--- src/rtl/number_digit_accumulator.sv ---
// rtl/number_digit_accumulator.sv - splits a JSON number token into integer/fraction/exponent segments
// Optional NUMACC_SATURATE_EN: segments clamp to all-ones on overflow and raise numOverflow.
module number_digit_accumulator #(
  parameter int SEG_W = 64,
  parameter int CNT_W = 5
) (
  input  logic                       clk,
  input  logic                       rst_n,
  input  logic [7:0]                 charIn,
  input  logic                       charValid,
  input  logic                       charLast,
  output logic                       charReady,
  output logic [2:0][SEG_W-1:0]      numberSegments,
  output logic [2:0][CNT_W-1:0]      numDigits,
  output logic                       numSign,
  output logic                       exponentSign,
  output logic                       isFloat,
  output logic                       numError,
  output logic                       numOverflow,
  output logic                       outValid,
  input  logic                       outReady
);

  typedef enum logic [3:0] {
    S_START, S_INT, S_ZERO, S_FRAC0, S_FRAC, S_ESIGN, S_EXP0, S_EXP, S_DONE
  } state_t;

  state_t state;
  state_t step_state;
  logic       is_digit, is_minus, is_plus, is_dot, is_e;
  logic       acc_en, set_err, set_float, clr_sign, clr_esign, final_err;
  logic [1:0] acc_idx;
  logic [SEG_W-1:0] cur_seg, acc_val;

  assign is_digit  = (charIn >= 8'h30) && (charIn <= 8'h39);
  assign is_minus  = (charIn == 8'h2D);
  assign is_plus   = (charIn == 8'h2B);
  assign is_dot    = (charIn == 8'h2E);
  assign is_e      = (charIn == 8'h65) || (charIn == 8'h45);
  assign charReady = !outValid;

  always_comb begin
    step_state = state;
    acc_en     = 1'b0;
    acc_idx    = 2'd0;
    set_err    = 1'b0;
    set_float  = 1'b0;
    clr_sign   = 1'b0;
    clr_esign  = 1'b0;
    case (state)
      S_START: begin
        if (is_minus) begin
          if (numSign) clr_sign = 1'b1;
          else         set_err  = 1'b1;
        end else if (is_digit) begin
          acc_en     = 1'b1;
          step_state = (charIn == 8'h30) ? S_ZERO : S_INT;
        end else set_err = 1'b1;
      end
      S_INT, S_ZERO: begin
        if (is_digit) begin
          acc_en  = 1'b1;
          set_err = (state == S_ZERO);
        end else if (is_dot) begin
          step_state = S_FRAC0;
          set_float  = 1'b1;
        end else if (is_e) begin
          step_state = S_ESIGN;
          set_float  = 1'b1;
        end else set_err = 1'b1;
      end
      S_FRAC0, S_FRAC: begin
        if (is_digit) begin
          acc_en     = 1'b1;
          acc_idx    = 2'd1;
          step_state = S_FRAC;
        end else if (is_e && state == S_FRAC) begin
          step_state = S_ESIGN;
          set_float  = 1'b1;
        end else set_err = 1'b1;
      end
      S_ESIGN: begin
        if (is_plus || is_minus) begin
          step_state = S_EXP0;
          clr_esign  = is_minus;
        end else if (is_digit) begin
          acc_en     = 1'b1;
          acc_idx    = 2'd2;
          step_state = S_EXP;
        end else set_err = 1'b1;
      end
      S_EXP0, S_EXP: begin
        if (is_digit) begin
          acc_en     = 1'b1;
          acc_idx    = 2'd2;
          step_state = S_EXP;
        end else set_err = 1'b1;
      end
      default: ;
    endcase
    final_err = (step_state == S_START) || (step_state == S_FRAC0) ||
                (step_state == S_ESIGN) || (step_state == S_EXP0);
  end

  always_comb begin
    case (acc_idx)
      2'd1:    cur_seg = numberSegments[1];
      2'd2:    cur_seg = numberSegments[2];
      default: cur_seg = numberSegments[0];
    endcase
  end

`ifdef NUMACC_SATURATE_EN
  logic [SEG_W+3:0] acc_wide;
  logic             acc_ovf;
  assign acc_wide = ({4'b0, cur_seg} * (SEG_W+4)'(10)) + (SEG_W+4)'(charIn[3:0]);
  assign acc_ovf  = |acc_wide[SEG_W+3:SEG_W];
  assign acc_val  = acc_ovf ? '1 : acc_wide[SEG_W-1:0];
`else
  assign acc_val  = (cur_seg * SEG_W'(10)) + SEG_W'(charIn[3:0]);
`endif

  always_ff @(posedge clk or negedge rst_n) begin
    if (!rst_n) begin
      state          <= S_START;
      numberSegments <= '0;
      numDigits      <= '0;
      numSign        <= 1'b1;
      exponentSign   <= 1'b1;
      isFloat        <= 1'b0;
      numError       <= 1'b0;
      numOverflow    <= 1'b0;
      outValid       <= 1'b0;
    end else if (outValid) begin
      // Result is frozen until the consumer takes it, then everything restarts clean.
      if (outReady) begin
        state          <= S_START;
        numberSegments <= '0;
        numDigits      <= '0;
        numSign        <= 1'b1;
        exponentSign   <= 1'b1;
        isFloat        <= 1'b0;
        numError       <= 1'b0;
        numOverflow    <= 1'b0;
        outValid       <= 1'b0;
      end
    end else if (charValid) begin
      for (int i = 0; i < 3; i++) begin
        if (acc_en && acc_idx == 2'(i)) begin
          numberSegments[i] <= acc_val;
          numDigits[i]      <= (numDigits[i] == '1) ? numDigits[i] : numDigits[i] + 1'b1;
        end
      end
`ifdef NUMACC_SATURATE_EN
      if (acc_en && acc_ovf) numOverflow <= 1'b1;
`endif
      if (set_err)   numError     <= 1'b1;
      if (set_float) isFloat      <= 1'b1;
      if (clr_sign)  numSign      <= 1'b0;
      if (clr_esign) exponentSign <= 1'b0;
      if (charLast) begin
        state    <= S_DONE;
        outValid <= 1'b1;
        if (final_err) numError <= 1'b1;
      end else begin
        state <= step_state;
      end
    end
  end

endmodule

--- config.mk ---
export PLATFORM = sky130hd
export DESIGN_NAME = number_digit_accumulator
export DESIGN_NICKNAME = d
export VERILOG_FILES = /design/src/rtl/number_digit_accumulator.sv
export SDC_FILE = /design/constraint.sdc
export NUM_CORES = 1
export LEC_CHECK = 0
export CORE_ASPECT_RATIO = 0.5
export CORE_MARGIN = 3
export CORE_UTILIZATION = 45
export DETAILED_ROUTE_END_ITERATION = 10
export PLACE_DENSITY = 0.82
export SLEW_MARGIN = 0
export SYNTH_ARGS = -nofsm -noshare
export SYNTH_HDL_FRONTEND = slang
export SYNTH_SLANG_ARGS = --single-unit
--- constraint.sdc ---
create_clock -name clk -period 6.8 [get_ports clk]
set_clock_uncertainty 0.05 [all_clocks]
set_input_delay 0.68 -clock clk [delete_from_list [all_inputs] [get_ports clk]]
set_output_delay 0.68 -clock clk [all_outputs]
set_load 0.01 [all_outputs]
==> Word level (Yosys, flattened, before mapping) <==
Index checks and enable logic that the tools add are counted.
{ "word_totals": {"ff_bits": 216, "inputBits": 13, "output_inout_bits": 214, "wordCells": 159} }
{ "classes": {"add_sub_neg": 4, "multipliers": 1, "magnitude_cmp": 2, "eq_ne": 25, "mux": 80, "reduce_logical": 35} }
{ "ops": {"columns": ["operator", "count"], "rows": [
  ["2-to-1 mux 192 bit", 3],
  ["2-to-1 mux 64 bit", 3],
  ["case mux 64 bit (2 select lines)", 1],
  ["adder 64 x 4 -> 64 bit", 1],
  ["multiplier 64 x 3 -> 63 bit, second input constant", 1],
  ["2-to-1 mux 4 bit", 13],
  ["2-to-1 mux 15 bit", 3],
  ["2-to-1 mux 1 bit", 43],
  ["== test 8 x 6 -> 1 bit, second input constant", 4],
  ["2-to-1 mux 5 bit", 6],
  ["== test 4 x 3 -> 1 bit, second input constant", 6],
  ["case mux 4 bit (5 select lines)", 1],
  ["AND reduction 3 bit", 6],
  ["== test 8 x 7 -> 1 bit, second input constant", 2],
  ["adder 5 x 1 -> 5 bit, second input constant", 3],
  ["== test 5 bit, second input constant", 3],
  ["nonzero test 2 bit", 7],
  ["== test 4 x 2 -> 1 bit, second input constant", 3],
  ["AND reduction 4 bit", 3],
  [">= comparator 8 x 6 -> 1 bit, second input constant", 1],
  ["less-or-equal comparator 8 x 6 -> 1 bit, second input constant", 1],
  ["zero test 4 bit", 2],
  ["2-to-1 mux 2 bit", 3],
  ["inequality test 2 bit, second input constant", 3],
  ["other kinds (15)", 25]
]} }

==> Longest topological paths before layout <==
{ "depth": {"depth_word": 14, "depth_mapped": 29, "depth_no_buf": 24} }

==> Worst setup path after synthesis <==
Ideal clock, no wire load.
{ "synth_path": {"path_kind": "input port to flip-flop", "startpoint": "in charIn[7]", "endpoint": "reg numberSegments[60] in the netlist's numbering", "setup_time_ps": 87, "arrival_time_ps": 6789, "required_ps": 6663, "slack_ps": -126, "cell_stages": 24, "n_path_buf": 4, "path_cell_list": "nor3b_1 > nand3_1 > or3_1 > ha_1 > clkbuf_1 > clkbuf_1 > clkbuf_1 > nand2_1 > o21ai_0 > ha_1 > ha_1 > fa_1 > a21o_1 > a22oi_2 > o21a_1 > o211ai_2 > xor2_2 > nand3_1 > or4b_4 > or4b_4 > or2_4 > buf_6 > or4b_1 > o211ai_1"} }
{ "synth_between": {"elab_chain_len": 12, "word_cells_on_any_way": 26, "classes_between": "1 x add/sub; 1 x mul; 2 x order compare; 4 x eq/ne; 12 x mux; 6 x reduce/logical"} }
{ "synth_rtl": {"columns": ["item", "line", "source"], "rows": [
  ["start, declared", "9", "input logic [7:0] charIn,"],
  [">= comparator 8 x 6 -> 1 bit / less-or-equal comparator 8 x 6 -> 1 bit (equally long branches)", "35", "assign is_digit = (charIn >= 8'h30) && (charIn <= 8'h39);"],
  ["logical AND 1 bit", "35", null],
  ["2-to-1 mux 2 bit", "86, 93", null],
  ["2-to-1 mux 2 bit", "83", "if (is_plus || is_minus) begin"],
  ["case mux 2 bit (3 select lines)", "50", "case (state)"],
  ["== test 2 bit / == test 2 x 1 -> 1 bit (equally long branches)", "106", "case (acc_idx)"],
  ["case mux 64 bit (2 select lines)", "106", null],
  ["multiplier 64 x 3 -> 63 bit", "120", "assign acc_val = (cur_seg * SEG_W'(10)) + SEG_W'(charIn[3:0]);"],
  ["adder 64 x 4 -> 64 bit", "120", null],
  ["2-to-1 mux 64 bit", "149", "if (acc_en && acc_idx == 2'(i)) begin"],
  ["2-to-1 mux 192 bit", "147", "end else if (charValid) begin"],
  ["2-to-1 mux 192 bit", "134", "end else if (outValid) begin"],
  ["end signal, assigned by index", "150", "numberSegments[i] <= acc_val;"],
  ["end, declared", "13", "output logic [2:0][SEG_W-1:0] numberSegments,"]
]} }
Parallel ways exist; a longest one is shown, timed or not. The select of a mux whose other input is x is not followed.
A chain may end at the register's enable or synchronous reset.

==> Final worst setup path <==
{ "layout_path": {"startpoint": "in charIn[5]", "endpoint": "reg numberSegments[62] in the netlist's numbering"} }
Same word-level chain as after synthesis.

==> impl_metrics.yaml <==
detailed_routing:
  viasPerCell: 6.186
  num_vias: 20062
  dr.pass1.iters: 7
  ant_nets: 0
  drcViolationCount: 0
  drt-initial-drc-count: 2174
  wire_per_inst_um: 20.75
  drt_wl_total_um: 67310
worst_setup_path:
  cp-start-kind: "input pin"
  cp_max_fo: 19
  reg2regPathDepth: 23
  cp-end-kind: "flip-flop"
  cp.required_ns: 7.20
  path_class: "input pin to flip-flop"
  cp.arrival_ns: 7.16
power_and_ir_drop:
  leakagePower_nw: 10.87
  vdd_drop_max_mv: 0.2085
  powerDensity_nw_per_um2: 244.8
global_route:
  antenna_found_initial: 0
  met2_usage_pct: 51.93
  met3_usage_pct: 4.919
  grt_pass1_vias: 18830
  met1_usage_pct: 41.05
  grt_busiest_layer: "met2"
  grt_pass1_wl_um: 101400
  gr-total-overflow: 0
  grt_use_total_pct: 31.23
  grt_max_degree: 76
synth:
  postSynth.asyncResetShare_pct: 100.0
  syn-instance-count: 2130
  ys_seq_area_share_pct: 31.85
  synth.most_common_cell: "nand2_1"
  syn_area_sq_um: 16980
  syn_area_per_cell_sq_um: 7.971
  synth_flop_cell: "dfrtp_1"
  synth_top_area_share_pct: 31.54
  synth_nets: 2276
  synthTopCellsByCount: "398 x nand2_1, 258 x o21ai_0, 214 x dfrtp_1, 131 x ha_1, 111 x nor2_1"
  synth.distinct_cells: 101
  synth_edf_count: 0
  yosysTopAreaCell: "dfrtp_1"
  synth_seq_cells: 216
  synthTopCellsByArea: "dfrtp_1 32%, ha_1 9.7%, nand2_1 8.8%"
  yosysWarnings: 0
floorplanning:
  io_pins: 227
  row_count: 49
  coreArea_sq_um: 36540
  start_util_pct: 46.46
  die_h_um: 143.3
  dieWidth_um: 280.7
  dieArea_sq_um: 40240
finish:
  area_delta_synth_final_pct: 44.73
  post-route-util_pct: 67.25
  post_route_cells_drive_above_1_share_pct: 24.90
  n_antenna_cell: 0
  stdcell_area_sq_um: 24570
  nets: 2893
  fill_cells: 2798
  final_cells: 3243
clock_network:
  cts_buffers: 21
  clk_pin_slew_worst_paths_ns: 0.07
  cts_sinks: 216
  insertion_delay_ns: 0.55
  clock_path_buffers: 3
  root_buffer: "clkbuf_16"
  cts_htree_levels: 1
  cts_tree: "yes"
  hold_buffers: 0
sta:
  max_freq_mhz: 147.9
  timing.final.crit_share_pct: 99.41
  fin_setup_tns_ns: 0
  setup_slack_ns: 0.04031
  slew_headroom_pct: 32.39
  hold_viol: 0
  worst_slew_pin_slew_ns: 1.012
  finalMaxSlewViolations: 0
  post-route-min-period_ns: 6.760
  setup_violations: 0
hold_path:
  hold_path.class: "input pin to asynchronous set/reset pin"
placed_design:
  gp_congestion: 1.018
  port_buffers: 225
  postPlaceCellArea_sq_um: 22980
  place_ws_ns: -0.7900
  post-dp-hpwl_um: 50010
  dp.cells: 3186
run_status:
  status: "finished clean"
run:
  max_cap_viol_count: 0
## worst max-delay path, stage by stage
cell and delay [ns]:
clkdlybuf4s50_1 0.47, nor3b_4 0.19, buf_4 0.15, nand3_1 0.10
buf_4 0.18, nor3_4 0.18, inv_1 0.08, ha_2 0.22
buf_12 0.16, buf_4 0.15, a22oi_1 0.29, o21ai_2 0.14
buf_4 0.15, ha_1 0.28, ha_2 0.42, buf_4 0.16
nand4_1 0.15, or3_4 0.41, a31oi_2 0.18, or3_2 0.16
nand4_2 0.13, or4b_4 0.58, or4b_4 0.58, or2_2 0.37
or4_1 0.51, nand3_1 0.09
## sequential cells by signal, indices dropped and copies added (netlist names)
register / count
numberSegments: 192
numDigits: 15
state: 4
exponentSign: 1
isFloat: 1
numError: 1
numSign: 1
outValid: 1
## placed cells by master (no fill, tap or decap), drive strengths merged, types with 8 or more instances in the layout
cell type      count
buf              491
nand2            399
o21ai            275
clkdlybuf4s50    222
dfrtp            214
ha               131
nor2             112
a21oi             99
nand3             83
a22oi             71
xnor2             56
nand4             47
nor3              44
o211ai            35
xor2              33
and3              33
a21o              31
inv               29
clkbuf            27
or3               25
and2              24
o31ai             24
nor4              24
o21a              16
a31oi             16
or4               14
a221oi            11
nor2b             10
mux2i              9
nand2b             9
or2                9
a211oi             8
and4               8
## cell families after synthesis
logic type / after synthesis / synth area share, %
AND/OR/NAND/NOR: 875 / 24.94
AO/OA/AOI/OAI: 654 / 24.34
flip-flops: 216 / 31.85
buffers and inverters: 149 / 3.523
adder cells (fa/ha/maj): 133 / 9.890
XOR/XNOR: 89 / 4.636
multiplexers: 13 / 0.7959
other: 1 / 0.02209
## power by group
group | internal [mW] | leakage (nW) | switching [mW]
clock | 0.677 | 0.337 | 0.533
combinational | 1.53 | 7.57 | 1.61
sequential | 1.48 | 2.96 | 0.186
## worst paths after layout
kind                                           end  slack [ns]         start
worst max-delay path            numberSegments[62]        0.04     charIn[5]
worst min-delay path                  numDigits[2]        0.08         rst_n
worst max register to register  numberSegments[62]        0.43      state[1]
worst min register to register        exponentSign        0.42  exponentSign
max in group asynchronous       numberSegments[87]        5.23         rst_n
min in group clk                      exponentSign        0.42  exponentSign
## layout make-up
type | count | area (sq um) | share of cell area, %
well taps | 484 | 605.6 | 2.464
flip-flops and latches | 216 | 5408 | 22.01
repair buffers | 715 | 6071 | 24.71
clock buffers | 27 | 578.1 | 2.352
clock inverters | 8 | 97.59 | 0.3972
multi-input cells | 1766 | 11710 | 47.66
inverters | 27 | 101.3 | 0.4124
## per-stage QoR
| stage | total power [mW] | hold WS (ns) |
|---|---|---|
| final | 6.014 | 0.07535 |
| after CTS | 5.714 | 0.1031 |
| after global placement | 4.406 | 0.3974 |
| after global routing | 6.336 | 0.09711 |
| after floorplan | 3.032 | 0.3344 |
| after detailed placement | 4.483 | 0.4085 |
## per-layer routing
metal	part of all wire (%)	vias to the layer above
li1	-	9082
met1	39	9559
met2	46	1156
met3	9.2	265
met4	5.4	0
met5	0	-
## repair_timing
item | in CTS | in global routing
pin swaps | 1 | 34
cloned | 0 | 1
endpoints found under the setup margin | 66 | 94
buffers inserted | 2 | 19
resized for setup | 20 | 161
Power figures use the tool's default switching activity.
